<file path="config.mk">
export PLATFORM = sky130hd
export DESIGN_NAME = simmem_release_sched
export DESIGN_NICKNAME = d
export VERILOG_FILES = /design/src/rtl/simmem_release_sched.sv
export SDC_FILE = /design/constraint.sdc
export NUM_CORES = 1
export LEC_CHECK = 0
export CAP_MARGIN = 20
export CORE_AREA = 2 2 154 156
export CTS_CLUSTER_SIZE = 20
export DETAILED_ROUTE_END_ITERATION = 12
export DIE_AREA = 0 0 156 158
export GPL_TIMING_DRIVEN = 0
export PLACE_DENSITY = 0.77
export SYNTH_ARGS = -nofsm -noshare
export SYNTH_HDL_FRONTEND = slang
export SYNTH_SLANG_ARGS = --single-unit
</file>
<file path="constraint.sdc">
create_clock -name clk_i -period 11.8 [get_ports clk_i]
set_clock_uncertainty 0.1 [all_clocks]
set_input_delay 1.77 -clock clk_i [delete_from_list [all_inputs] [get_ports clk_i]]
set_output_delay 1.77 -clock clk_i [all_outputs]
set_load 0.005 [all_outputs]
</file>
<file path="src/rtl/simmem_release_sched.sv">
// simmem_release_sched: per-slot release scheduler for one simulated-memory
// response bank. Each accepted slot waits out its delay, then holds its bit of
// release_en_o high until the bank reports the slot released.
//
// Optional feature: define SIMMEM_RELEASE_SCHED_FREEZE_EN to add freeze_i,
// which stalls every counting slot while high.

module simmem_release_sched #(
   parameter int unsigned Capa   = 16,
   parameter int unsigned DelayW = 8,
   parameter int unsigned IidW   = $clog2(Capa)
) (
   input  logic              clk_i,
   input  logic              rst_ni,
   input  logic              sched_valid_i,
   output logic              sched_ready_o,
   input  logic [IidW-1:0]   sched_iid_i,
   input  logic [DelayW-1:0] sched_delay_i,
   output logic [Capa-1:0]   release_en_o,
   input  logic [Capa-1:0]   released_addr_onehot_i,
   output logic [IidW:0]     slots_busy_o,
`ifdef SIMMEM_RELEASE_SCHED_FREEZE_EN
   input  logic              freeze_i,
`endif
   output logic              err_o
);

   localparam logic [1:0] StIdle  = 2'd0;
   localparam logic [1:0] StCount = 2'd1;
   localparam logic [1:0] StElig  = 2'd2;

   logic [1:0]        state_q [Capa];
   logic [1:0]        state_d [Capa];
   logic [DelayW-1:0] cnt_q   [Capa];
   logic [DelayW-1:0] cnt_d   [Capa];

   logic [Capa-1:0] release_en_q, release_en_d;
   logic [IidW:0]   slots_busy_q, slots_busy_d;
   logic            err_q, err_d;

   logic [Capa-1:0] iid_sel;
   logic            iid_in_range;
   logic            accept;
   logic            freeze;

`ifdef SIMMEM_RELEASE_SCHED_FREEZE_EN
   assign freeze = freeze_i;
`else
   assign freeze = 1'b0;
`endif

   // Decode the offered iid; an out-of-range iid selects no slot at all.
   always_comb begin
      iid_sel = '0;
      for (int unsigned i = 0; i < Capa; i++) begin
         if (sched_iid_i == IidW'(i)) begin
            iid_sel[i] = 1'b1;
         end
      end
   end

   assign iid_in_range = |iid_sel;

   // Ready depends only on the offered iid and the registered slot states.
   always_comb begin
      sched_ready_o = 1'b0;
      for (int unsigned i = 0; i < Capa; i++) begin
         if (iid_sel[i] && (state_q[i] == StIdle)) begin
            sched_ready_o = 1'b1;
         end
      end
   end

   assign accept = sched_valid_i & sched_ready_o;

   // Per-slot next state: load on acceptance, count down, wait for release.
   always_comb begin
      for (int unsigned i = 0; i < Capa; i++) begin
         state_d[i] = state_q[i];
         cnt_d[i]   = cnt_q[i];
         case (state_q[i])
            StIdle: begin
               if (accept && iid_sel[i]) begin
                  if (sched_delay_i == '0) begin
                     state_d[i] = StElig;
                  end else begin
                     state_d[i] = StCount;
                     // Counter holds cycles left after the first one.
                     cnt_d[i]   = sched_delay_i - DelayW'(1);
                  end
               end
            end
            StCount: begin
               // A stray release pulse here is flagged below; counting goes on.
               if (!freeze) begin
                  if (cnt_q[i] == '0) begin
                     state_d[i] = StElig;
                  end else begin
                     cnt_d[i] = cnt_q[i] - DelayW'(1);
                  end
               end
            end
            StElig: begin
               if (released_addr_onehot_i[i]) begin
                  state_d[i] = StIdle;
                  cnt_d[i]   = '0;
               end
            end
            default: begin
               state_d[i] = StIdle;
               cnt_d[i]   = '0;
            end
         endcase
      end
   end

   // Registered outputs are derived from the next-state vector so they line
   // up with the state registers; the error flag is sticky until reset.
   always_comb begin
      release_en_d = '0;
      slots_busy_d = '0;
      err_d        = err_q;
      if (sched_valid_i && !iid_in_range) begin
         err_d = 1'b1;
      end
      for (int unsigned i = 0; i < Capa; i++) begin
         release_en_d[i] = (state_d[i] == StElig);
         if (state_d[i] != StIdle) begin
            slots_busy_d = slots_busy_d + (IidW+1)'(1);
         end
         if ((state_q[i] == StCount) && released_addr_onehot_i[i]) begin
            err_d = 1'b1;
         end
      end
   end

   // State and output registers with asynchronous active-low reset.
   always_ff @(posedge clk_i or negedge rst_ni) begin
      if (!rst_ni) begin
         for (int unsigned i = 0; i < Capa; i++) begin
            state_q[i] <= StIdle;
            cnt_q[i]   <= '0;
         end
         release_en_q <= '0;
         slots_busy_q <= '0;
         err_q        <= 1'b0;
      end else begin
         for (int unsigned i = 0; i < Capa; i++) begin
            state_q[i] <= state_d[i];
            cnt_q[i]   <= cnt_d[i];
         end
         release_en_q <= release_en_d;
         slots_busy_q <= slots_busy_d;
         err_q        <= err_d;
      end
   end

   assign release_en_o = release_en_q;
   assign slots_busy_o = slots_busy_q;
   assign err_o        = err_q;

endmodule

</file>
Word level (Yosys, flattened, before mapping)
Cells that the tools add are included.

Register bits: 182. Input port bits: 31. Output and inout bits: 23. Logic and storage cells: 508.

Add/sub/neg operators: 32. Equal/unequal tests: 127. Muxes and demuxes: 195. Bitwise operators: 1. Reductions and logical operators: 118.

Operators with widths (number): $mux 8 (49); $pmux 8 s3 (16); $logic_not 8->1 (17); $sub 8x1->8 const B (17); $mux 2 (49); $ne 2x2->1 const B (48); $pmux 2 s3 (16); $add 5x1->5 const B (15); $mux 5 (15); $eq 2x2->1 const B (32); $reduce_and 4->1 (16); $mux 1 (50); $logic_and 1x1->1 (49); $eq 2x1->1 const B (16); $eq 4x4->1 const B (8); $logic_not 2->1 (16); $ne 2x1->1 const B (16); $reduce_bool 2->1 (16); $reduce_bool 17->1 (1); $eq 4x3->1 const B (4); $reduce_or 16->1 (1); $eq 4x2->1 const B (2); $eq 4x1->1 const B (1); $logic_not 4->1 (1); other kinds (2) (2).

Depth between registers and ports, before layout
Depth after elaboration: 55. Mapped depth: 58. Mapped depth without buffers: 54.

Least setup slack after synthesis
OpenSTA, ideal clock, no wires.

Path kind: input port to flip-flop. Start: in sched_iid_i[1]. End: reg slots_busy_q[4] (netlist: slots_busy_o[4]). Setup time: 125 ps. Arrival: 11846 ps. Slack: -271 ps. Cell stages on the path: 54. Path buffers: 3. Cells stage by stage: buf_4 -> or4b_4 -> or3_4 -> nand3_2 -> o31ai_4 -> clkbuf_1 -> or3_1 -> clkbuf_1 -> or2_2 -> a21o_1 -> inv_1 -> nor2_1 -> ha_1 -> and3b_1 -> a221o_1 -> nor2_1 -> ha_1 -> nand3_1 -> (+18 left out) -> nor2_1 -> a31oi_1 -> xor2_1 -> nand2_1 -> o21ai_0 -> ha_1 -> nor2_1 -> a21oi_1 -> xor2_1 -> mux2_2 -> ha_1 -> nand2_1 -> o21ai_0 -> ha_1 -> o21ai_0 -> or4_1 -> mux2i_1 -> xnor2_1.

RTL lines: start, declared (line 17) `input logic [IidW-1:0] sched_iid_i,`; end signal, assigned (line 153) `slots_busy_q <= slots_busy_d;`; end, declared (line 38) `logic [IidW:0] slots_busy_q, slots_busy_d;`.

==> results.md <==
* Gpl congestion at 1.03
* Clk Latency, worst-skew pair at 450 ps
* Critical path type: primary input to register
* ANT nets after route at 0
* TritonCTS clock tree: built
* Total routed wirelength at 42000 microns
* IO Pins at 54
* Largest net degree at the start of global routing at between 90 and 100
* Hold crit path type: register to register
* Hold Buf Count CTS at 0
* Mapped Area at 0.0135 sq mm
* Most frequent cells after synthesis: o21ai_0 (209), nand2_1 (206), dfrtp_1 (182)
* Clock Path Buffers at 2
* Syn Nets at approximately 1800
* Post-synth ARST share at 100%
* DR iter-0 viols at 1630
* Drt drc at 0
* Post-route design area at ~0.016 sq mm
* Largest area contributor in the netlist: dfrtp_1
* Worst-path fanout max at 9
* Post-layout util at roughly two thirds
* Total grt overflow at 0
* Synth Register Bits at roughly 180
* Largest cells by area after synthesis: dfrtp_1 (34%), o21ai_0 (7.7%), nand2_1 (5.7%), nor3_1 (4.9%), a21oi_1 (3.9%)
* Most frequent cell after synthesis: o21ai_0
* # setup viols final at 0
* Max cap viols at 0
* DP HPWL at around 29000 microns
* Die Wd at 156 microns
* Fmax at 0.0873 GHz
* Vias per inst at 6.44
* YS warnings at 0
* Placeable Area at 0.0231 sq mm
* Sequential area share after synthesis at 33.7%
* PortBufs at 52
* Initial antenna violation count at 0
* Worst Path Required at ~12000 ps
* Final Non-Filler Cells at 2100
* Critical path endpoint category: register
* Share of cells above drive strength 1 at 10.5%
* Unique masters post-synth at 96
* Worst slew margin at roughly a quarter
* Mapped Cells at 1698
* Post-synth top area share at 33.7%
* Row count at 56
* EDFF count, synth at 0
* DIE HEIGHT at 158 microns
* Mapped Avg Cell Area at 7.95 sq um
* Nets@finish at between 1500 and 2000
* DR pass1 iterations at 5
* Top FF cell, synth: dfrtp_1
* Worst slew pin tran at 1140 ps
* Initial Util at 58.6%
* Vias at 13500
* Slowest stage delay, CP at 490 ps
* Placed cell count at 2041
* Placed Instance Area at about 0.014 sq mm
* Count of clock tree sinks at 182
* Final worst path period share at 97.0%
* Root buffer cell: clkbuf_16
* Max stage delay cell, worst path: or4_4
* Die Footprint at roughly 0.025 sq mm
* Vias in the first global route at 12700
* H-Tree Depth at 4
* GRT Resource Usage Total at ~34%
* Hold Violations, Final at 0
* Number of CTS-inserted buffers at 17
* Clk slew on worst S/H paths at approximately 80 ps
* Drt wl/cell at 20.0 microns
* Slew Viols, Final at 0
* CP arrival at 11720 ps
* First-pass GRT wire length at 66600 microns
* Outcome: complete, no violations
* Area Growth Syn to Fin at 16.4%
* Min Clock Period, post-route at 11450 ps
* CP Launch Type: primary input
* Antenna cell count at 0
## cells by family after synthesis
logic type | count (synthesis) | share of synthesized area (%)
AO/OA/AOI/OAI | 527 | 24.2
XOR/XNOR | 54 | 4.61
adder cells (fa/ha/maj) | 41 | 3.80
buffers and inverters | 161 | 4.64
flip-flops | 182 | 33.7
multiplexers | 47 | 3.70
AND/OR/NAND/NOR | 686 | 25.3
## registers in the layout, indices dropped and copies added, names as in the netlist
name and cells:
release_en_o 16, err_o 1, state_q 32, cnt_q 128, slots_busy_o 5
## stage by stage
step                      hold slack (ps)  TNS (ps)  setup WS [ps]
after floorplan                       346         0           38.4
after global placement                370     -6710          -2000
after detailed placement              387     -7520          -2120
after CTS                             403         0           11.9
after global routing                  436     -27.7          -27.7
final                                 404         0            351
## placed cells by master, fill, tap and decap left out, types with 10 or more instances in the layout
cell,synthesis,layout
nand2_1,206,205
o21ai_0,209,203
dfrtp_1,182,182
nor3_1,132,131
nor2_1,128,123
a21oi_1,104,101
clkbuf_1,77,72
inv_1,72,71
clkdlybuf4s50_1,0,46
a21o_1,39,38
ha_1,41,35
or3_1,35,34
nand2b_1,35,32
buf_4,3,30
xnor2_1,30,29
mux2i_1,24,23
mux2_2,23,23
o31ai_1,22,21
nor4_1,21,19
nand3_1,19,19
a31oi_1,19,18
nor2b_1,18,17
clkbuf_16,0,17
o22ai_1,17,16
o221ai_1,14,14
and2_1,12,12
o21ai_1,9,11
xor2_1,15,11
o21a_1,11,11
or2_2,14,10
o211ai_1,10,10
## per-layer routing
| layer | vias up | track usage, % | wire (microns) |
|---|---|---|---|
| met5 | - | 0 | 0 |
| li1 | 6362 | - | - |
| met3 | 117 | 7.56 | 3960 |
| met4 | 0 | 15.7 | 1860 |
| met2 | 652 | 54.8 | 19200 |
| met1 | 6385 | 45.2 | 17000 |
## final timing paths
kind / end / depth (start not counted) / from / slack (ps)
min reg2reg: cnt_q[25] / 2 / cnt_q[25] / 400
max in group asynchronous: cnt_q[87] / 2 / rst_ni / 9490
max reg2reg: slots_busy_o[4] / 52 / state_q[3] / 1590
min: cnt_q[25] / 2 / cnt_q[25] / 400
min in group asynchronous: cnt_q[90] / 1 / rst_ni / 1210
max: slots_busy_o[4] / 54 / sched_iid_i[1] / 350
## critical path: cells and delay by family
kind            cells  cell delay (ps)
simple gates       20             3700
mux                 3              740
xor+xnor            5              690
fa+ha+maj           9             2270
compound gates     12             1910
buf+inv             5              650
## cell type report
type                    count  area [sq um]
clock inverters            14           214
plain buffers              84           367
fillers                  1915          7340
multi-input cells        1355          8700
clock buffers              17           425
repair buffers             85           811
flip-flops and latches    182          4550
well taps                 290           363
inverters                  73           279
## what timing repair did
| action | 4_1_cts | 5_1_grt |
|---|---|---|
| resized for setup | 63 | 28 |
| pin swaps | 23 | 23 |
| endpoints found under the setup margin | 4 | 4 |
| buffers inserted | 25 | 7 |
Power is not shown: default switching activity piles up to over one toggle a cycle in this logic, so the estimate is an artifact.
